File: src/rtl/croc_uart_mon_pkg.sv
// Shared definitions for the UART receive monitor.
//   uart_state_e : receiver FSM states
//   CRC8_POLY    : CRC-8 generator polynomial (x^8 + x^2 + x + 1)
//   DATA_BITS    : data bits per UART frame
//   crc8_update  : one-byte CRC-8 step, MSB first, no reflection
package croc_uart_mon_pkg;

  typedef enum logic [2:0] {
    StIdle,
    StStart,
    StData,
    StStop,
    StWaitHigh
  } uart_state_e;

  localparam logic [7:0]  CRC8_POLY = 8'h07;
  localparam int unsigned DATA_BITS = 8;

  function automatic logic [7:0] crc8_update(input logic [7:0] crc, input logic [7:0] data);
    logic [7:0] c;
    c = crc ^ data;
    for (int i = 0; i < 8; i++) begin
      c = c[7] ? ((c << 1) ^ CRC8_POLY) : (c << 1);
    end
    return c;
  endfunction

endpackage

File: src/rtl/uart_mon_fifo.sv
// First-word-fall-through FIFO used to buffer received bytes.
// Ports:
//   soc_clk, rst_n : clock, asynchronous active-low reset
//   clear_i        : synchronous flush; has priority over push and pop
//   push_i, data_i : write request and data; dropped when full unless popping
//   pop_i          : consume head entry; ignored when empty
//   data_o         : head entry (zero when empty)
//   full_o, empty_o: occupancy status
module uart_mon_fifo #(
  parameter int unsigned Depth = 16,
  parameter int unsigned Width = 8
) (
  input  logic             soc_clk,
  input  logic             rst_n,
  input  logic             clear_i,
  input  logic             push_i,
  input  logic [Width-1:0] data_i,
  input  logic             pop_i,
  output logic [Width-1:0] data_o,
  output logic             full_o,
  output logic             empty_o
);

  localparam int unsigned AddrW = $clog2(Depth);

  // Pointers carry one extra wrap bit to tell full from empty.
  logic [AddrW:0]   wr_ptr_q, rd_ptr_q;
  logic [Width-1:0] mem_q [Depth];
  logic             do_push, do_pop;

  assign empty_o = (wr_ptr_q == rd_ptr_q);
  assign full_o  = (wr_ptr_q[AddrW] != rd_ptr_q[AddrW]) &&
                   (wr_ptr_q[AddrW-1:0] == rd_ptr_q[AddrW-1:0]);

  assign do_pop  = pop_i && !empty_o;
  // A simultaneous pop frees the slot being written, so full+pop still accepts.
  assign do_push = push_i && (!full_o || pop_i);

  always_ff @(posedge soc_clk or negedge rst_n) begin
    if (!rst_n) begin
      wr_ptr_q <= '0;
      rd_ptr_q <= '0;
    end else if (clear_i) begin
      wr_ptr_q <= '0;
      rd_ptr_q <= '0;
    end else begin
      if (do_push) wr_ptr_q <= wr_ptr_q + 1'b1;
      if (do_pop)  rd_ptr_q <= rd_ptr_q + 1'b1;
    end
  end

  always_ff @(posedge soc_clk) begin
    if (do_push && !clear_i) begin
      mem_q[wr_ptr_q[AddrW-1:0]] <= data_i;
    end
  end

  assign data_o = empty_o ? '0 : mem_q[rd_ptr_q[AddrW-1:0]];

endmodule

File: src/rtl/uart_rx_monitor.sv
// UART receive monitor: samples an asynchronous 8N1 line, buffers good bytes
// in a FIFO and keeps frame statistics.
// Optional feature: define CROC_UART_MON_CRC_EN to enable the running CRC-8
// of accepted bytes on crc_o; otherwise crc_o is tied to zero.
// Ports:
//   soc_clk, rst_n : clock, asynchronous active-low reset
//   uart_i         : serial line, asynchronous, idle high
//   clear_i        : flush FIFO, zero count, sticky flags and CRC (FSM untouched)
//   pop_i          : consume FIFO head
//   data_o/valid_o : FIFO head byte / FIFO not empty
//   count_o        : good frames received, saturating
//   frame_err_o    : sticky, stop bit sampled low
//   overflow_o     : sticky, byte dropped on full FIFO
//   busy_o         : receiver not idle
//   crc_o          : running CRC-8 of accepted bytes
module uart_rx_monitor
  import croc_uart_mon_pkg::*;
#(
  parameter int unsigned BaudDiv   = 174,
  parameter int unsigned FifoDepth = 16
) (
  input  logic        soc_clk,
  input  logic        rst_n,
  input  logic        uart_i,
  input  logic        clear_i,
  input  logic        pop_i,
  output logic [7:0]  data_o,
  output logic        valid_o,
  output logic [15:0] count_o,
  output logic        frame_err_o,
  output logic        overflow_o,
  output logic        busy_o,
  output logic [7:0]  crc_o
);

  localparam logic [15:0] FullDiv = 16'(BaudDiv);
  localparam logic [15:0] HalfDiv = 16'(BaudDiv / 2);

  // Two-flop synchronizer, reset to the idle-high line level.
  logic rx_meta_q, rx_s_q;

  always_ff @(posedge soc_clk or negedge rst_n) begin
    if (!rst_n) begin
      rx_meta_q <= 1'b1;
      rx_s_q    <= 1'b1;
    end else begin
      rx_meta_q <= uart_i;
      rx_s_q    <= rx_meta_q;
    end
  end

  uart_state_e          state_q;
  logic [15:0]          timer_q;
  logic [2:0]           bit_idx_q;
  logic [DATA_BITS-1:0] shift_q;
  logic                 push_q;
  logic                 stop_bad_q;
  logic                 tick;

  // Timer counts down from its load value; expiry is the cycle it reads 1,
  // i.e. exactly N cycles after the load.
  assign tick = (timer_q == 16'd1);

  always_ff @(posedge soc_clk or negedge rst_n) begin
    if (!rst_n) begin
      state_q    <= StIdle;
      timer_q    <= '0;
      bit_idx_q  <= '0;
      shift_q    <= '0;
      push_q     <= 1'b0;
      stop_bad_q <= 1'b0;
    end else begin
      push_q     <= 1'b0;
      stop_bad_q <= 1'b0;
      unique case (state_q)
        StIdle: begin
          if (!rx_s_q) begin
            timer_q <= HalfDiv;
            state_q <= StStart;
          end
        end
        StStart: begin
          if (tick) begin
            if (rx_s_q) begin
              state_q <= StIdle;
            end else begin
              timer_q   <= FullDiv;
              bit_idx_q <= '0;
              state_q   <= StData;
            end
          end else begin
            timer_q <= timer_q - 16'd1;
          end
        end
        StData: begin
          if (tick) begin
            shift_q   <= {rx_s_q, shift_q[DATA_BITS-1:1]};
            bit_idx_q <= bit_idx_q + 3'd1;
            timer_q   <= FullDiv;
            if (bit_idx_q == 3'(DATA_BITS - 1)) state_q <= StStop;
          end else begin
            timer_q <= timer_q - 16'd1;
          end
        end
        StStop: begin
          if (tick) begin
            if (rx_s_q) begin
              push_q  <= 1'b1;
              state_q <= StIdle;
            end else begin
              stop_bad_q <= 1'b1;
              state_q    <= StWaitHigh;
            end
          end else begin
            timer_q <= timer_q - 16'd1;
          end
        end
        StWaitHigh: begin
          if (rx_s_q) state_q <= StIdle;
        end
        default: state_q <= StIdle;
      endcase
    end
  end

  assign busy_o = (state_q != StIdle);

  logic fifo_full, fifo_empty;

  uart_mon_fifo #(
    .Depth (FifoDepth),
    .Width (DATA_BITS)
  ) u_fifo (
    .soc_clk (soc_clk),
    .rst_n   (rst_n),
    .clear_i (clear_i),
    .push_i  (push_q),
    .data_i  (shift_q),
    .pop_i   (pop_i),
    .data_o  (data_o),
    .full_o  (fifo_full),
    .empty_o (fifo_empty)
  );

  assign valid_o = !fifo_empty;

  logic        accept;
  logic [15:0] count_q;
  logic        frame_err_q, overflow_q;

  // Mirrors the FIFO's acceptance rule so CRC only covers stored bytes.
  assign accept = push_q && (!fifo_full || pop_i);

  always_ff @(posedge soc_clk or negedge rst_n) begin
    if (!rst_n) begin
      count_q     <= '0;
      frame_err_q <= 1'b0;
      overflow_q  <= 1'b0;
    end else if (clear_i) begin
      count_q     <= '0;
      frame_err_q <= 1'b0;
      overflow_q  <= 1'b0;
    end else begin
      // Good frames count even when the FIFO drops them.
      if (push_q && (count_q != 16'hFFFF)) count_q <= count_q + 16'd1;
      if (stop_bad_q) frame_err_q <= 1'b1;
      if (push_q && fifo_full && !pop_i) overflow_q <= 1'b1;
    end
  end

  assign count_o     = count_q;
  assign frame_err_o = frame_err_q;
  assign overflow_o  = overflow_q;

`ifdef CROC_UART_MON_CRC_EN
  logic [7:0] crc_q;

  always_ff @(posedge soc_clk or negedge rst_n) begin
    if (!rst_n) begin
      crc_q <= '0;
    end else if (clear_i) begin
      crc_q <= '0;
    end else if (accept) begin
      crc_q <= crc8_update(crc_q, shift_q);
    end
  end

  assign crc_o = crc_q;
`else
  logic unused_accept;
  assign unused_accept = accept;
  assign crc_o         = '0;
`endif

endmodule
File: config.mk
export PLATFORM = sky130hd
export DESIGN_NAME = uart_rx_monitor
export DESIGN_NICKNAME = d
export VERILOG_FILES = /design/src/rtl/croc_uart_mon_pkg.sv /design/src/rtl/uart_mon_fifo.sv /design/src/rtl/uart_rx_monitor.sv
export SDC_FILE = /design/constraint.sdc
export NUM_CORES = 1
export LEC_CHECK = 0
export CAP_MARGIN = 5
export CORE_ASPECT_RATIO = 1.1
export CORE_MARGIN = 10
export CORE_UTILIZATION = 40
export CTS_BUF_LIST = sky130_fd_sc_hd__clkbuf_8
export CTS_CLUSTER_DIAMETER = 40
export CTS_CLUSTER_SIZE = 25
export DETAILED_ROUTE_END_ITERATION = 8
export REMOVE_ABC_BUFFERS = 1
export SYNTH_ARGS = -nofsm -noshare
export SYNTH_HDL_FRONTEND = slang
export SYNTH_SLANG_ARGS = --single-unit
File: constraint.sdc
create_clock -name soc_clk -period 2.57 [get_ports soc_clk]
set_clock_uncertainty 0.2 [all_clocks]
set_input_delay 0.514 -clock soc_clk [delete_from_list [all_inputs] [get_ports soc_clk]]
set_output_delay 0.514 -clock soc_clk [all_outputs]
set_load 0.05 [all_outputs]
==> results.tsv, run 1 <==
stage	metric	value	unit
outcome	status	finished with violations	
outcome	violations	setup timing	
die	die_w	158	microns
worst_setup_path	cpLargestDelayFamily	multiplexers	
grt	grt_max_degree	37	
worst_setup_path	critPathMaxFanout	7	
final_layout	seqCellArea	5400	sq um
synthesis	synthesis.area	8360	sq um
worst_setup_path	start_kind	register	
synthesis	ys_types	54	
detailed_routing	drtAntennaViolNets	0	
grt	grt-ovfl-total	0	
worst_setup_path	rr_worst_depth	11	
timing	worstMarginPinSlew	0.546	ns
timing	fmax	320	MHz
synthesis	yosys.area_share.xor_xnor	2.62	%
cts	cts_made_buffers	17	
worst_setup_path	worstReg2RegStart	u_fifo.rd_ptr_q[0]	
detailed_routing	drc	0	
cts	clk_pin_slew_worst_paths	0.09	ns
die	die_area	27100	sq um
power_and_ir_drop	power_density	517	nW/um^2
timing	rsz0062_at_grt	true	
worst_setup_path	crit_type	reg -> out	
grt	antenna_found_initial	0	
final_layout	design_area	9860	sq um
cts	cts_buffer_depth	2	
cts	clock-sinks	190	
worst_setup_path	endpoint	data_o[3]	
synthesis	avgSynthCellArea	14.7	sq um
detailed_routing	wl	17.5	mm
final_layout	multiInputGateArea	2860	sq um
worst_setup_path	cp.arrival	2.41	ns
worst_setup_path	path_cells	buf_12, buf_12, mux4_2, mux4_2, nor2b_4, buf_6	
synthesis	synth_cells	570	
placed_design	dp.final_hpwl	11.9	mm
cts	root_buffer	clkbuf_8	
worst_setup_path	end_kind	primary output	
worst_setup_path	crit_required	1.86	ns
timing	post-route-period-util	121	%
hold_path	min-delay-start	rx_meta_q	
timing	drv_slew	0	
synthesis	synthSimpleGateAreaFrac	11.3	%
final_layout	drive_gt1_share	25.6	%
timing	setup_violations	138	
worst_setup_path	rrSetupSlack	-0.15	ns
synthesis	synthAdderAreaFrac	1.50	%
die	coreArea	20600	sq um
power_and_ir_drop	power.leakage	3.81	nW
worst_setup_path	crit_cells	6	
detailed_routing	drt_iter0_markers	411	
timing	final_hold_viol_count	0	
cts	htree_levels	4	
grt	grt_pass1_vias	5014	
detailed_routing	vias_per_cell	5.46	
worst_setup_path	critPathLaunch	u_fifo.rd_ptr_q[0]	
flow_run	cap_violations	0	
die	die_h	172	microns
timing	slew_headroom	63.6	%
cts	tritoncts	built	
hold_path	min_path_type	reg -> reg	
synthesis	synthFlopType	edfxtp_1	
synthesis	synth_compound_area_share	5.09	%
synthesis	synth_top_family_by_area	multiplexers	
grt	grt_pass1_wl	27.7	mm
detailed_routing	num_vias	4984	
cts	clock_latency	0.45	ns
synthesis	ys_ff_latch	190	
placed_design	place_congestion	0.827	
final_layout	diodes	0	
worst_setup_path	crit_buf_inv	3	
synthesis	yosysSeqAreaShare	64.6	%
detailed_routing	routedWlPerCell	19.2	microns
final_layout	final_cell_mix	128 x edfxtp_1, 59 x dfrtp_1, 44 x nor2_1, 40 x mux4_2, 35 x buf_4	
detailed_routing	firstDrtPassIters	4	
timing	period_needed	3.12	ns
placed_design	placedCellCount	872	
die	ios	41	
synthesis	synth_warnings	0	
placed_design	placed_cell_area	9240	sq um
die	rows	55	
synthesis	muxShareOfSynthArea	12.2	%
grt	track_usage	13.1	%
placed_design	place_ws	-0.114	ns
worst_setup_path	critical-path-slowest-cell	mux4_2	
timing	fin_ws	-0.552	ns
worst_setup_path	reg2reg_to	u_fifo.mem_q[15][2]	
final_layout	fin_nets	658	
final_layout	fin_cells	912	
power_and_ir_drop	ir_worst_vdd	0.000292	V
placed_design	port_buffers	32	
worst_setup_path	slowest_delay	0.50	ns
synthesis	synth_edf_count	128	
final_layout	nFillCells	1760	
final_layout	syn_to_final_growth	17.9	%
final_layout	final_common_cell	edfxtp_1	
die	initial_core_util	40.6	%
synthesis	async_reset_ff_share	32.6	%
## worst min path at each step
| stage | to | depth (start not counted) | slack (ns) |
|---|---|---|---|
| 3_5_place_dp | count_o[7] | 1 | 0.15 |
| 2_1_floorplan | bit_idx_q[0] | 0 | 0.02 |
| 5_1_grt | rx_s_q | 0 | 0.17 |
| 4_1_cts | rx_s_q | 0 | 0.16 |
| 6_report | rx_s_q | 0 | 0.16 |
| 3_3_place_gp | count_o[0] | 1 | 0.15 |
## final cells by class
class,instances,area share [%]
sequential,190,54.8
multi-input combinational,337,29.0
timing repair buffer,85,8.83
tap,256,3.25
clock buffer,17,2.37
clock inverter,15,1.29
inverter,12,0.457
## cells by family after synthesis
group           count (synthesis)
fa+ha+maj                      10
compound gates                 68
xor+xnor                       25
flops                         190
buf+inv                        50
mux                            51
simple gates                  175
other cells                     1
## metal layers
metal / global-route usage (%) / up-vias / share of wire (%)
li1: - / 2341 / -
met4: 3.78 / 0 / 0.99
met3: 2.75 / 13 / 3.6
met2: 22.3 / 97 / 53
met1: 16.3 / 2533 / 43
met5: 0 / - / 0
## power by group
| part | total, mW | internal [mW] | switching, mW | leakage (nW) |
|---|---|---|---|---|
| clock | 1.78 | 0.699 | 1.08 | 0.175 |
| combinational | 0.0738 | 0.0125 | 0.0613 | 1.32 |
| sequential | 3.24 | 3.23 | 0.00169 | 2.32 |
| total | 5.09 | 3.95 | 1.15 | 3.81 |
## flip-flops by register name, summed over array words and instances, names as in the netlist, 3 cells and up
register,cells
bit_idx_q,3
u_fifo.wr_ptr_q,5
shift_q,8
count_o,16
u_fifo.rd_ptr_q,5
timer_q,16
state_q,3
u_fifo.mem_q,128
## cells in the mapped netlist (all sizes together), types with 2 or more instances
cell    count  area (sq um)
o22ai       2          12.5
mux2i       3          30.0
a211oi      2          15.0
o211ai      4          30.0
or4        10          81.3
xor2        6          52.6
nand2b      5          31.3
dfstp       2          52.6
or2         4          25.0
nor3b       2          15.0
edfxtp    128          3840
nor3       18          90.1
a21o        3          22.5
nand4      12          75.1
o21ai      12          60.1
clkbuf     19          71.3
o31ai       6          45.0
nand2      22          82.6
dfrtp      60          1500
a31oi       2          12.5
nor2       45           169
nor4       16           100
mux4       40           901
inv        12          45.0
a21oi      26           130
mux2        8          90.1
nor2b      12          75.1
ha         10           125
buf        19           110
xnor2      19           166
or3        12          82.6
nor4b       5          43.8
nand3       8          40.0
and4        2          17.5
## per-stage QoR
step / power, mW / TNS, ns / hold slack, ns / util (%)
3_3_place_gp: 3.38 / -0.443 / 0.148 / 44.9
6_report: 5.09 / -19.18 / 0.160 / 47.9
3_5_place_dp: 3.38 / -0.650 / 0.147 / 44.9
2_1_floorplan: 3.33 / -245.53 / 0.0184 / -
5_1_grt: 5.29 / -28.63 / 0.169 / 47.9
4_1_cts: 5.15 / -4.80 / 0.161 / 47.4
## what timing repair did
action / 4_1_cts / 5_1_grt
hold buffers: 1 / 0
hold endpoints to repair: 27 / 0
setup buffers: 2 / 2
setup endpoints to repair: 17 / 54
pin swaps: 2 / 2
cloned: 1 / 3
resized for setup: 21 / 16
(Power assumes the default switching activity.)
==> run 2: changes to the inputs <==
--- a/config.mk
+++ b/config.mk
@@ -13,6 +13,7 @@
 export CTS_CLUSTER_DIAMETER = 40
 export CTS_CLUSTER_SIZE = 25
 export DETAILED_ROUTE_END_ITERATION = 8
+export PLACE_DENSITY_LB_ADDON = 0.2
 export REMOVE_ABC_BUFFERS = 1
 export SYNTH_ARGS = -nofsm -noshare
 export SYNTH_HDL_FRONTEND = slang
==> run 2 against run 1 <==
Compared with the run above:
- the run still ends with setup timing left
- cell count up 0.55%
- sequential share of layout area down 0.81 points
- combinational power up 2%
- design area up 1.5%
- largest power group unchanged
- setup slack worse by 0.093 ns
- critical path depth unchanged
- hold slack better by 0.0017 ns
- count of clock-buffer cells in the layout unchanged
- via count up 1.6%
- sequential cell count unchanged
==> results.tsv, run 2 (synthesis gave the netlist of run 1 again) <==
stage	metric	value	unit
final_layout	syn_to_final_growth	19.7	%
power_and_ir_drop	ir_worst_vdd	0.000353	V
cts	htree_levels	4	
timing	slew_headroom	59.2	%
timing	setup_violations	138	
worst_setup_path	cp.arrival	2.50	ns
grt	grt_pass1_wl	29.9	mm
worst_setup_path	end_kind	primary output	
detailed_routing	firstDrtPassIters	4	
detailed_routing	drtAntennaViolNets	0	
grt	grt_pass1_vias	5356	
timing	finalHoldWorstSlack	0.161	ns
grt	grt-ovfl-total	0	
final_layout	design_area	10000	sq um
timing	period_needed	3.22	ns
detailed_routing	drt_iter0_markers	331	
grt	track_usage	14.6	%
die	die_h	172	microns
timing	fin_ws	-0.645	ns
detailed_routing	num_vias	5066	
cts	tritoncts	built	
cts	cts_buffer_depth	2	
final_layout	final_cell_mix	128 x edfxtp_1, 59 x dfrtp_1, 44 x nor2_1, 40 x mux4_2, 40 x buf_4	
detailed_routing	vias_per_cell	5.52	
placed_design	place_congestion	0.840	
outcome	violations	setup timing	
die	coreArea	20600	sq um
worst_setup_path	crit_buf_inv	3	
placed_design	port_buffers	32	
timing	post-route-period-util	125	%
final_layout	fin_nets	663	
power_and_ir_drop	clkPwrFrac	36.9	%
worst_setup_path	path_common_cell	mux4_2	
power_and_ir_drop	p_sw_share	22.9	%
worst_setup_path	cpLargestDelayFamily	multiplexers	
timing	drv_slew	0	
outcome	status	finished with violations	
final_layout	nFillCells	1722	
placed_design	place_ws	-0.142	ns
die	die_w	158	microns
worst_setup_path	critPathMaxFanout	7	
grt	antenna_found_initial	0	
cts	clock-sinks	190	
timing	fmax	311	MHz
power_and_ir_drop	p_comb_share	1.4	%
hold_path	min_path_type	reg -> reg	
die	die_area	27100	sq um
timing	worstMarginPinSlew	0.612	ns
flow_run	cap_violations	0	
power_and_ir_drop	power_density	525	nW/um^2
worst_setup_path	start_kind	register	
worst_setup_path	critical-path-slowest-cell	mux4_2	
power_and_ir_drop	switchingPower	1.20	mW
power_and_ir_drop	seq_power_share	61.7	%
worst_setup_path	slowest_delay	0.51	ns
timing	rsz0062_at_grt	true	
detailed_routing	wl	19.1	mm
die	ios	41	
die	rows	55	
die	initial_core_util	40.6	%
final_layout	multiInputGateArea	2930	sq um
power_and_ir_drop	power.leakage	3.87	nW
final_layout	final_common_cell	edfxtp_1	
detailed_routing	drc	0	
final_layout	drive_gt1_share	27.8	%
final_layout	largest_reg_flops	128	
final_layout	final_util	48.6	%
cts	clock_latency	0.47	ns
worst_setup_path	crit_type	reg -> out	
cts	cts_made_buffers	17	
timing	final_hold_viol_count	0	
worst_setup_path	path_cells	buf_4, buf_12, mux4_2, mux4_2, nor2b_1, buf_6	
worst_setup_path	crit_required	1.86	ns
power_and_ir_drop	p_int	4.05	mW
cts	root_buffer	clkbuf_8	
final_layout	seqCellArea	5400	sq um
power_and_ir_drop	p_total	5.25	mW
detailed_routing	routedWlPerCell	20.8	microns
placed_design	placed_cell_area	9320	sq um
final_layout	diodes	0	
grt	grt_max_degree	32	
cts	clk_pin_slew_worst_paths	0.10	ns
placed_design	dp.final_hpwl	13.3	mm
[run 2: repair_timing]
item / 4_1_cts / 5_1_grt
hold buffers: 1 / 0
gates cloned: 3 / 0
resized for setup: 16 / 25
pin swaps: 2 / 2
endpoints found under the hold margin: 17 / 0
setup buffers: 6 / 2
endpoints found under the setup margin: 9 / 56
[run 2: power groups by stage]
stage          Sequential, mW  Combinational, mW  Clock (mW)
3_5_place_dp             3.30             0.0756           0
3_3_place_gp             3.30             0.0755           0
4_1_cts                  3.24             0.0772        1.99
5_1_grt                  3.24             0.0833        2.12
2_1_floorplan            3.30             0.0318           0
6_report                 3.24             0.0755        1.94
[run 2: worst paths after layout]
path / start / endpoint / slack, ns / cells past startpoint
max: u_fifo.rd_ptr_q[0] / data_o[6] / -0.65 / 6
min: rx_meta_q / rx_s_q / 0.16 / 0
max reg2reg: u_fifo.rd_ptr_q[0] / u_fifo.mem_q[14][7] / -0.13 / 11
min reg2reg: rx_meta_q / rx_s_q / 0.16 / 0
max in group asynchronous: rst_n / rx_meta_q / 1.25 / 3
min in group asynchronous: rst_n / timer_q[10] / 0.32 / 2
[run 2: per-stage QoR]
| step | instances | setup TNS, ns |
|---|---|---|
| final | 917 | -18.96 |
| after global routing | 917 | -31.24 |
| after CTS | 915 | -5.46 |
| after detailed placement | 873 | -0.978 |
| after global placement | 873 | -0.770 |
| after floorplan | 539 | -245.53 |
[run 2: layer usage]
metal | vias up | routed length, microns | GRT usage [%] | share of wire [%]
li1 | 2338 | - | - | -
met1 | 2587 | 7680 | 17.0 | 40
met2 | 122 | 10200 | 25.8 | 53
met3 | 19 | 905 | 3.20 | 4.7
met4 | 0 | 306 | 5.21 | 1.6
met5 | - | 0 | 0 | 0
[run 2: cell type report]
type                            count  area share (%)
Clock buffer                       17            2.34
Sequential cell                   190            54.0
Clock inverter                     15            1.56
Tap cell                          256            3.20
Timing Repair Buffer               90            9.21
Multi-Input combinational cell    337            29.3
Inverter                           12           0.450
==> run 3: changes to the inputs <==
--- a/config.mk
+++ b/config.mk
@@ -15,6 +15,7 @@
 export DETAILED_ROUTE_END_ITERATION = 8
 export PLACE_DENSITY_LB_ADDON = 0.2
 export REMOVE_ABC_BUFFERS = 1
+export SETUP_SLACK_MARGIN = 0.02
 export SYNTH_ARGS = -nofsm -noshare
 export SYNTH_HDL_FRONTEND = slang
 export SYNTH_SLANG_ARGS = --single-unit
==> run 3 against run 2 <==
Compared with the run above:
- the flow still finishes with violations (setup timing)
- non-clock buffer count unchanged
- setup slack about the same
- first-iteration DRC count increased by 8.5%
- hold slack about the same
- via count about the same
- combinational power about the same
- sequential cell count unchanged
==> results.tsv, run 3 (synthesis gave the netlist of run 1 again) <==
stage	metric	value	unit
detailed_routing	wl	19.1	mm
worst_setup_path	start_kind	register	
worst_setup_path	worstReg2RegStart	u_fifo.rd_ptr_q[0]	
timing	setup_tns	-18.86	ns
worst_setup_path	cpLargestDelayFamily	multiplexers	
worst_setup_path	end_kind	primary output	
worst_setup_path	path_cells	buf_4, buf_12, mux4_2, mux4_2, nor2b_1, buf_6	
worst_setup_path	critPathMaxFanout	7	
grt	grt_max_degree	32	
timing	post-route-period-util	125	%
die	die_h	172	microns
hold_path	min-delay-start	rx_meta_q	
worst_setup_path	cp.arrival	2.50	ns
timing	setup_violations	138	
power_and_ir_drop	power_density	523	nW/um^2
power_and_ir_drop	ir_worst_vdd	0.000350	V
worst_setup_path	crit_required	1.86	ns
final_layout	fin_nets	663	
timing	finalHoldWorstSlack	0.161	ns
grt	grt-ovfl-total	0	
die	die_area	27100	sq um
outcome	violations	setup timing	
final_layout	nFillCells	1724	
placed_design	placed_cell_area	9320	sq um
cts	clock_latency	0.47	ns
final_layout	final_util	48.7	%
final_layout	diodes	0	
worst_setup_path	slowest_delay	0.51	ns
timing	fin_ws	-0.645	ns
grt	antenna_found_initial	0	
worst_setup_path	reg2reg_to	u_fifo.mem_q[13][6]	
power_and_ir_drop	p_total	5.24	mW
cts	cts_buffer_depth	2	
cts	htree_levels	4	
worst_setup_path	rrSetupSlack	-0.13	ns
outcome	status	finished with violations	
detailed_routing	vias_per_cell	5.53	
worst_setup_path	rr_worst_depth	11	
final_layout	design_area	10000	sq um
timing	drv_slew	0	
die	initial_core_util	40.6	%
cts	cts_made_buffers	17	
final_layout	final_common_cell	edfxtp_1	
timing	fmax	311	MHz
die	coreArea	20600	sq um
grt	track_usage	14.6	%
flow_run	cap_violations	0	
die	die_w	158	microns
worst_setup_path	path_common_cell	mux4_2	
placed_design	place_ws	-0.142	ns
final_layout	final_cell_mix	128 x edfxtp_1, 59 x dfrtp_1, 44 x nor2_1, 40 x mux4_2, 40 x buf_4	
final_layout	largest_reg_flops	128	
placed_design	placedCellCount	873	
detailed_routing	drc	0	
timing	period_needed	3.22	ns
timing	slew_headroom	60.6	%
worst_setup_path	crit_buf_inv	3	
placed_design	dp.final_hpwl	13.3	mm
cts	root_buffer	clkbuf_8	
detailed_routing	routedWlPerCell	20.8	microns
placed_design	place_congestion	0.840	
hold_path	min_to	rx_s_q	
worst_setup_path	critical-path-slowest-cell	mux4_2	
final_layout	drive_gt1_share	28.0	%
cts	clock-sinks	190	
detailed_routing	drt_iter0_markers	359	
cts	clk_pin_slew_worst_paths	0.10	ns
worst_setup_path	crit_type	reg -> out	
power_and_ir_drop	power.leakage	3.94	nW
timing	rsz0062_at_grt	true	
grt	grt_pass1_wl	29.9	mm
final_layout	syn_to_final_growth	19.9	%
timing	final_hold_viol_count	0	
timing	worstMarginPinSlew	0.591	ns
hold_path	holdPathStages	0	
hold_path	min_path_type	reg -> reg	
detailed_routing	drtAntennaViolNets	0	
detailed_routing	firstDrtPassIters	4	
placed_design	port_buffers	32	
cts	tritoncts	built	
die	ios	41	
detailed_routing	num_vias	5069	
die	rows	55	
worst_setup_path	critPathLaunch	u_fifo.rd_ptr_q[0]	
final_layout	fin_cells	917	
grt	grt_pass1_vias	5356	
run 3: cell count changes in the layout (fill, tap and decap cells not counted), sizes merged:
cell	delta
clkdlybuf4s50	-4
dlymetal6s2s	+4
run 3: worst max-delay path by stage:
stage,slack (ns),end,cells after the start
floorplan,-1.83,u_fifo.mem_q[13][0],4
global placement,-0.12,data_o[0],5
detailed placement,-0.14,data_o[3],5
CTS,-0.67,data_o[0],6
global route,-0.74,data_o[3],6
finish,-0.65,data_o[6],6
run 3: layer usage:
| metal | global-route usage, % | vias up | wire [microns] |
|---|---|---|---|
| li1 | - | 2339 | - |
| met1 | 17.0 | 2597 | 7680 |
| met2 | 25.8 | 113 | 10300 |
| met3 | 3.20 | 20 | 805 |
| met4 | 5.21 | 0 | 295 |
| met5 | 0 | - | 0 |
run 3: timing repair:
item / in CTS / in global routing
gates cloned: 3 / 0
pin swaps: 2 / 4
gates resized for setup: 16 / 30
endpoints found under the setup margin: 9 / 114
hold endpoints to repair: 17 / 0
setup buffers: 6 / 2
hold buffers: 1 / 0
run 3: final cells by class:
class / instances / area (sq um) / area share [%]
flip-flops and latches: 190 / 5400 / 53.9
repair buffers: 90 / 932 / 9.30
multi-input cells: 337 / 2940 / 29.3
inverters: 12 / 45.0 / 0.449
clock buffers: 17 / 234 / 2.33
well taps: 256 / 320 / 3.20
clock inverters: 15 / 156 / 1.56
run 3: power breakdown:
part	total [mW]	internal [mW]	switching [mW]
combinational	0.0754	0.0136	0.0619
sequential	3.24	3.23	0.00158
clock	1.93	0.801	1.13
total	5.24	4.05	1.20
